**src/rtl/alu_issue_ctrl.sv**
```systemverilog
// alu_issue_ctrl: FIFO-buffered ALU issue stage with early/late adder hazard bubbles,
// sink credit gating and tag re-alignment with the ALU result strobe. Requires STAGE >= 3.
module alu_issue_ctrl #(
    parameter int D_WIDTH    = 64,
    parameter int STAGE      = 6,
    parameter int FIFO_DEPTH = 8,
    parameter int TAG_W      = 8,
    parameter int CREDITS    = 4
) (
    input  logic               clk,
    input  logic               rst_n,
    input  logic               flush,
    input  logic               in_valid,
    output logic               in_ready,
    input  logic [4:0]         in_opcode,
    input  logic [D_WIDTH-1:0] in_op0,
    input  logic [D_WIDTH-1:0] in_op1,
    input  logic [D_WIDTH-1:0] in_opq,
    input  logic [TAG_W-1:0]   in_tag,
    output logic               alu_valid_i,
    output logic [4:0]         alu_opcode,
    output logic [D_WIDTH-1:0] alu_in0,
    output logic [D_WIDTH-1:0] alu_in1,
    output logic [D_WIDTH-1:0] alu_inq,
    input  logic               alu_valid_o,
    output logic               res_valid,
    output logic [TAG_W-1:0]   res_tag,
    input  logic               cred_ret,
    output logic [15:0]        bubble_cnt,
    output logic               err
);
    localparam int AW = $clog2(FIFO_DEPTH);
    localparam int CW = $clog2(CREDITS + 1);
    localparam logic [3:0] M_ADD = 4'd1, M_SUB = 4'd2, M_MAC = 4'd4, M_MMAC = 4'd6, M_BFU = 4'd7, M_IBFU = 4'd8;

    typedef struct packed {
        logic [4:0]         opcode;
        logic [D_WIDTH-1:0] op0;
        logic [D_WIDTH-1:0] op1;
        logic [D_WIDTH-1:0] opq;
        logic [TAG_W-1:0]   tag;
    } req_t;

    req_t                     mem [FIFO_DEPTH];
    req_t                     head;
    logic [AW:0]              wp, rp;
    logic [CW-1:0]            cred;
    logic [STAGE-3:0]         hist;
    logic [STAGE-2:0]         lv;
    logic [STAGE-1:0][TAG_W:0] tp;
    logic [TAG_W-1:0]         alu_tag;
    logic full, empty, push, can_go, hazard, issue, consume, cred_ovf, cred_inc;

    function automatic logic is_late(input logic [3:0] m);
        return m == M_BFU || m == M_MAC || m == M_MMAC;
    endfunction

    function automatic logic is_early(input logic [3:0] m);
        return m == M_ADD || m == M_SUB || m == M_IBFU;
    endfunction

    // lv[k] = late() of the op presented k cycles before the current one
    always_comb begin
        head     = mem[rp[AW-1:0]];
        empty    = wp == rp;
        full     = (wp ^ rp) == {1'b1, {AW{1'b0}}};
        in_ready = !full;
        push     = in_valid && !full && !flush;
        lv       = {hist, is_late(alu_opcode[3:0])};
        hazard   = is_early(head.opcode[3:0]) && lv[STAGE-2];
        can_go   = !empty && cred != '0 && !flush;
        issue    = can_go && !hazard;
        consume  = issue && head.opcode[3:0] != 4'd0;
        cred_ovf = cred_ret && cred == CW'(CREDITS);
        cred_inc = cred_ret && !cred_ovf;
        res_valid = alu_valid_o;
        res_tag   = tp[STAGE-1][TAG_W-1:0];
    end

    always_ff @(posedge clk) begin
        if (push) mem[wp[AW-1:0]] <= '{in_opcode, in_op0, in_op1, in_opq, in_tag};
    end

    always_ff @(posedge clk or negedge rst_n) begin
        if (!rst_n) begin
            wp          <= '0;
            rp          <= '0;
            cred        <= CW'(CREDITS);
            hist        <= '0;
            tp          <= '0;
            alu_valid_i <= 1'b0;
            alu_opcode  <= '0;
            alu_in0     <= '0;
            alu_in1     <= '0;
            alu_inq     <= '0;
            alu_tag     <= '0;
            bubble_cnt  <= '0;
            err         <= 1'b0;
        end else begin
            wp          <= wp + (AW+1)'(push);
            rp          <= flush ? wp : rp + (AW+1)'(issue);
            cred        <= cred - CW'(consume) + CW'(cred_inc);
            hist        <= lv[STAGE-3:0];
            tp          <= {tp[STAGE-2:0], {alu_valid_i, alu_tag}};
            alu_valid_i <= consume;
            alu_opcode  <= issue ? head.opcode : 5'd0;
            if (issue) begin
                alu_in0 <= head.op0;
                alu_in1 <= head.op1;
                alu_inq <= head.opq;
                alu_tag <= head.tag;
            end
            if (can_go && hazard && bubble_cnt != 16'hFFFF) bubble_cnt <= bubble_cnt + 16'd1;
            err         <= err || cred_ovf || (alu_valid_o != tp[STAGE-1][TAG_W]);
        end
    end
endmodule

```
**config.mk**
```make
export PLATFORM = sky130hd
export DESIGN_NAME = alu_issue_ctrl
export DESIGN_NICKNAME = d
export VERILOG_FILES = /design/src/rtl/alu_issue_ctrl.sv
export SDC_FILE = /design/constraint.sdc
export NUM_CORES = 2
export LEC_CHECK = 0
export BUFFER_PORTS_ARGS = -buffer_cell sky130_fd_sc_hd__buf_2
export CAP_MARGIN = 20
export CORE_MARGIN = 4
export CORE_UTILIZATION = 45
export DETAILED_ROUTE_END_ITERATION = 16
export PLACE_DENSITY = 0.67
export SLEW_MARGIN = 25
export SYNTH_ARGS = -nofsm -noshare
export SYNTH_HDL_FRONTEND = slang
export SYNTH_SLANG_ARGS = --single-unit
```
**constraint.sdc**
```tcl
create_clock -name clk -period 36.9 [get_ports clk]
set_input_delay 0 -clock clk [delete_from_list [all_inputs] [get_ports clk]]
set_output_delay 0 -clock clk [all_outputs]
set_load 0.01 [all_outputs]
```
==> impl_metrics.csv <==
group,metric,value,unit
status,status,"completed",
cts,cts.hold.buffers_added,404,
yosys,yosysTopAreaCellShare,67.8,%
critical_path,crit_path_start_kind,"flip-flop",
critical_path,endpoint,"alu_in1[21]$_DFFE_PN0N_",
cts,cts_buffer_depth,3,
critical_path,worstPathCellList,"buf_6, mux4_2, mux2i_1, xnor2_1, o22ai_2, or2b_2, inv_8, buf_4, buf_4, mux2_4",
timing,worst_pin_slew,1.09,ns
global_route,grt_pass1_wl,235000,um
route,dr.first_iter.drc_count,2623,
timing,rsz0062_at_grt,"no",
cells_and_area,stdcell_area,88000,um^2
timing,hold_viol,0,
placed_design,dp_hpwl,81800,um
placed_design,io_buffer_count,435,
yosys,synth_edf_count,1640,
timing,slew_viol_final,0,
floorplanning,pin_count,436,
critical_path,path_depth,10,
critical_path,r2r-end,"alu_in1[21]$_DFFE_PN0N_",
cts,tritoncts,"yes",
yosys,ys_top_cells_by_area,"edfxtp_1, mux4_2, dfrtp_1, mux2_4, mux2_2",
cells_and_area,drive_above_1_share,39.2,%
cts,clk-insertion-delay-late,0.83,ns
cells_and_area,final_cell_count_no_fill,6313,
route,finalWirelength,157000,um
route,drtPass1Iterations,7,
cts,cts.clk_slew.worst_paths,0.06,ns
critical_path,crit_path_end_kind,"flip-flop",
critical_path,r2r_cells,10,
global_route,grt_max_degree,117,
global_route,grt_remaining_overflow,0,
global_route,grt_pass1_vias,36000,
cts,clkSinkCount,1932,
cells_and_area,area.growth.synth_to_final,21.0,%
placed_design,placed_cell_area,77400,um^2
timing,holdWs,0.0624,ns
timing,worst_slack,30.35,ns
floorplanning,die_w,410,um
critical_path,cpMaxStageDelayCell,"dfrtp_4",
floorplanning,rows,147,
critical_path,critPathBufInv,4,
placed_design,pre_cts_ws,30.23,ns
yosys,synth_seq_area_share,77.8,%
critical_path,cp_slowest_stage_delay,1.01,ns
placed_design,gp_congestion,0.727,
critical_path,rr_startpoint,"rp[1]$_DFF_PN0_",
route,ant_nets,0,
yosys,ys_warn_count,0,
timing,tns,0,ns
global_route,antenna_found_initial,17,
yosys,netlist_area,72700,um^2
critical_path,crit_start,"rp[1]$_DFF_PN0_",
placed_design,placed_cells,5530,
cells_and_area,nets,4190,
critical_path,rrSetupSlack,30.35,ns
critical_path,cp_max_fo,78,
yosys,yosysUniqueCellTypes,40,
critical_path,crit_required,37.62,ns
route,vias,33400,
yosys,synth_common_cells,"edfxtp_1, mux4_2, dfrtp_1, mux2_2, mux2_4",
yosys,synthArstFlopShare,15.1,%
yosys,synthCells,3028,
route,drc,0,
floorplanning,core_area,161000,um^2
pwr,p_leak,30.4,nW
timing,max_slew_margin,27.5,%
critical_path,worstPathArrival,7.27,ns
cells_and_area,final_util,54.8,%
min_path,hold_path.class,"input port to flip-flop",
critical_path,cp_top_family,"buffers and inverters",
yosys,synth-main-ff-cell,"edfxtp_1",
floorplanning,die_area,168000,um^2
floorplanning,die_h,410,um
timing,fin_crit_sh,17.7,%
critical_path,crit_top_cell,"buf_4",
job,maxCapViolCount,0,
yosys,syn_avg_cell_area,24.0,um^2
floorplanning,start_util,45.3,%
cts,cts_inserted_buffers,194,
yosys,synth-seq-cells,1932,
route,wl_per_cell,24.9,um
timing,min_period,6.55,ns
pwr,power,6.69,mW
cts,cts_repair_resize_count,0,
timing,skew,0.0385,ns
yosys,synth_fp_nets,3247,
cts,h-tree-depth,4,
yosys,synth.most_common_cell,"edfxtp_1",
pwr,p_per_area,76.1,nW/um^2
global_route,track_usage,18.8,%
cts,post_cts_buffers,0,
yosys,yosysTopAreaCell,"edfxtp_1",
critical_path,crit_type,"flip-flop to flip-flop",
route,viasPerCell,5.29,
cts,root_buffer,"clkbuf_16",
pwr,peakVddDrop,55.7,uV
timing,setup_viol,0,
timing,fmax,0.153,GHz
-- how the worst min path moves through the flow --
stage                     startpoint                     end  slack (ns)  cells after the start
after floorplan                rst_n  alu_in0[0]$_DFFE_PN0N_       -0.30                      0
after detailed placement       rst_n  alu_in1[2]$_DFFE_PN0N_        0.09                      1
after global routing      in_opq[39]    mem[5][47]$_DFFE_PP_        0.03                      2
final                     in_op1[55]   mem[0][127]$_DFFE_PP_        0.06                      2
after CTS                 in_op0[46]   mem[5][182]$_DFFE_PP_       0.001                      2
after global placement         rst_n  alu_in1[4]$_DFFE_PN0N_         0.1                      1
-- cells in the final DEF (no fill, tap or decap), types with 4 or more instances in the layout --
master,n
buf_4,48
nand4_1,9
mux2_2,214
nor3_1,5
inv_6,4
mux2i_1,4
clkinv_8,5
clkinv_2,42
clkbuf_1,46
nand3_1,15
buf_2,434
mux2_4,189
dfrtp_1,288
clkbuf_8,24
clkinvlp_4,4
edfxtp_1,1640
inv_1,6
clkbuf_16,197
ha_1,7
nor2_4,6
dlygate4sd3_1,403
xnor2_1,22
mux4_2,410
nand2_1,13
xor2_1,4
clkinv_1,23
nor2_1,13
diode_2,10
buf_12,5
bufinv_16,15
-- power by group --
| part | switching (mW) | leakage [nW] | total (mW) | internal, mW |
|---|---|---|---|---|
| clock | 0.818 | 3.19 | 1.96 | 1.14 |
| combinational | 0.857 | 8.98 | 1.88 | 1.02 |
| sequential | 0.168 | 18.3 | 2.86 | 2.69 |
| total | 1.84 | 30.4 | 6.69 | 4.85 |
-- worst reg2reg max path, cell delays in order, from the launching register on --
cell and delay, ns:
dfrtp_4 1.01, buf_6 0.73, mux4_2 0.60, mux2i_1 0.36, xnor2_1 0.19, o22ai_2 0.33
or2b_2 0.52, inv_8 0.70, buf_4 0.83, buf_4 0.79, mux2_4 0.40
-- metal layers --
| layer | wire [um] | GRT usage [%] | vias up |
|---|---|---|---|
| met5 | 69 | 0 | - |
| met4 | 4060 | 5.75 | 10 |
| met3 | 8420 | 3.92 | 219 |
| met2 | 79300 | 31.5 | 801 |
| met1 | 65300 | 25.1 | 17900 |
| li1 | - | - | 14500 |
-- cell type report --
type                            instances  area [um^2]
Tap cell                             2160         2700
Clock buffer                          267         5430
Fill cell                           12000        72600
Antenna cell                           10         25.0
Multi-Input combinational cell        939        15400
Clock inverter                        101         1040
Timing Repair Buffer                  897         6800
Inverter                                7         33.8
Sequential cell                      1932        56600
-- state kept, by name, indices dropped and copies added, names as in the netlist --
register and flops:
mem 1640, alu_in0 64, alu_in1 64, alu_inq 64, tp 46, bubble_cnt 16
alu_tag 8, res_tag 8, alu_opcode 5, hist 4, rp 4, wp 4
cred 3, alu_valid_i 1, err 1
-- cells by family after synthesis --
logic type	Yosys count	synth area share [%]
AOI/OAI and AO/OA	9	0.0964
xor gates and xnor gates	26	0.313
adders and majority gates	8	0.148
buffers and inverters	157	1.10
DFF	1932	77.8
muxes	818	20.0
and+or+nand+nor	78	0.534
Note: power is estimated with default switching activity, not from simulation.
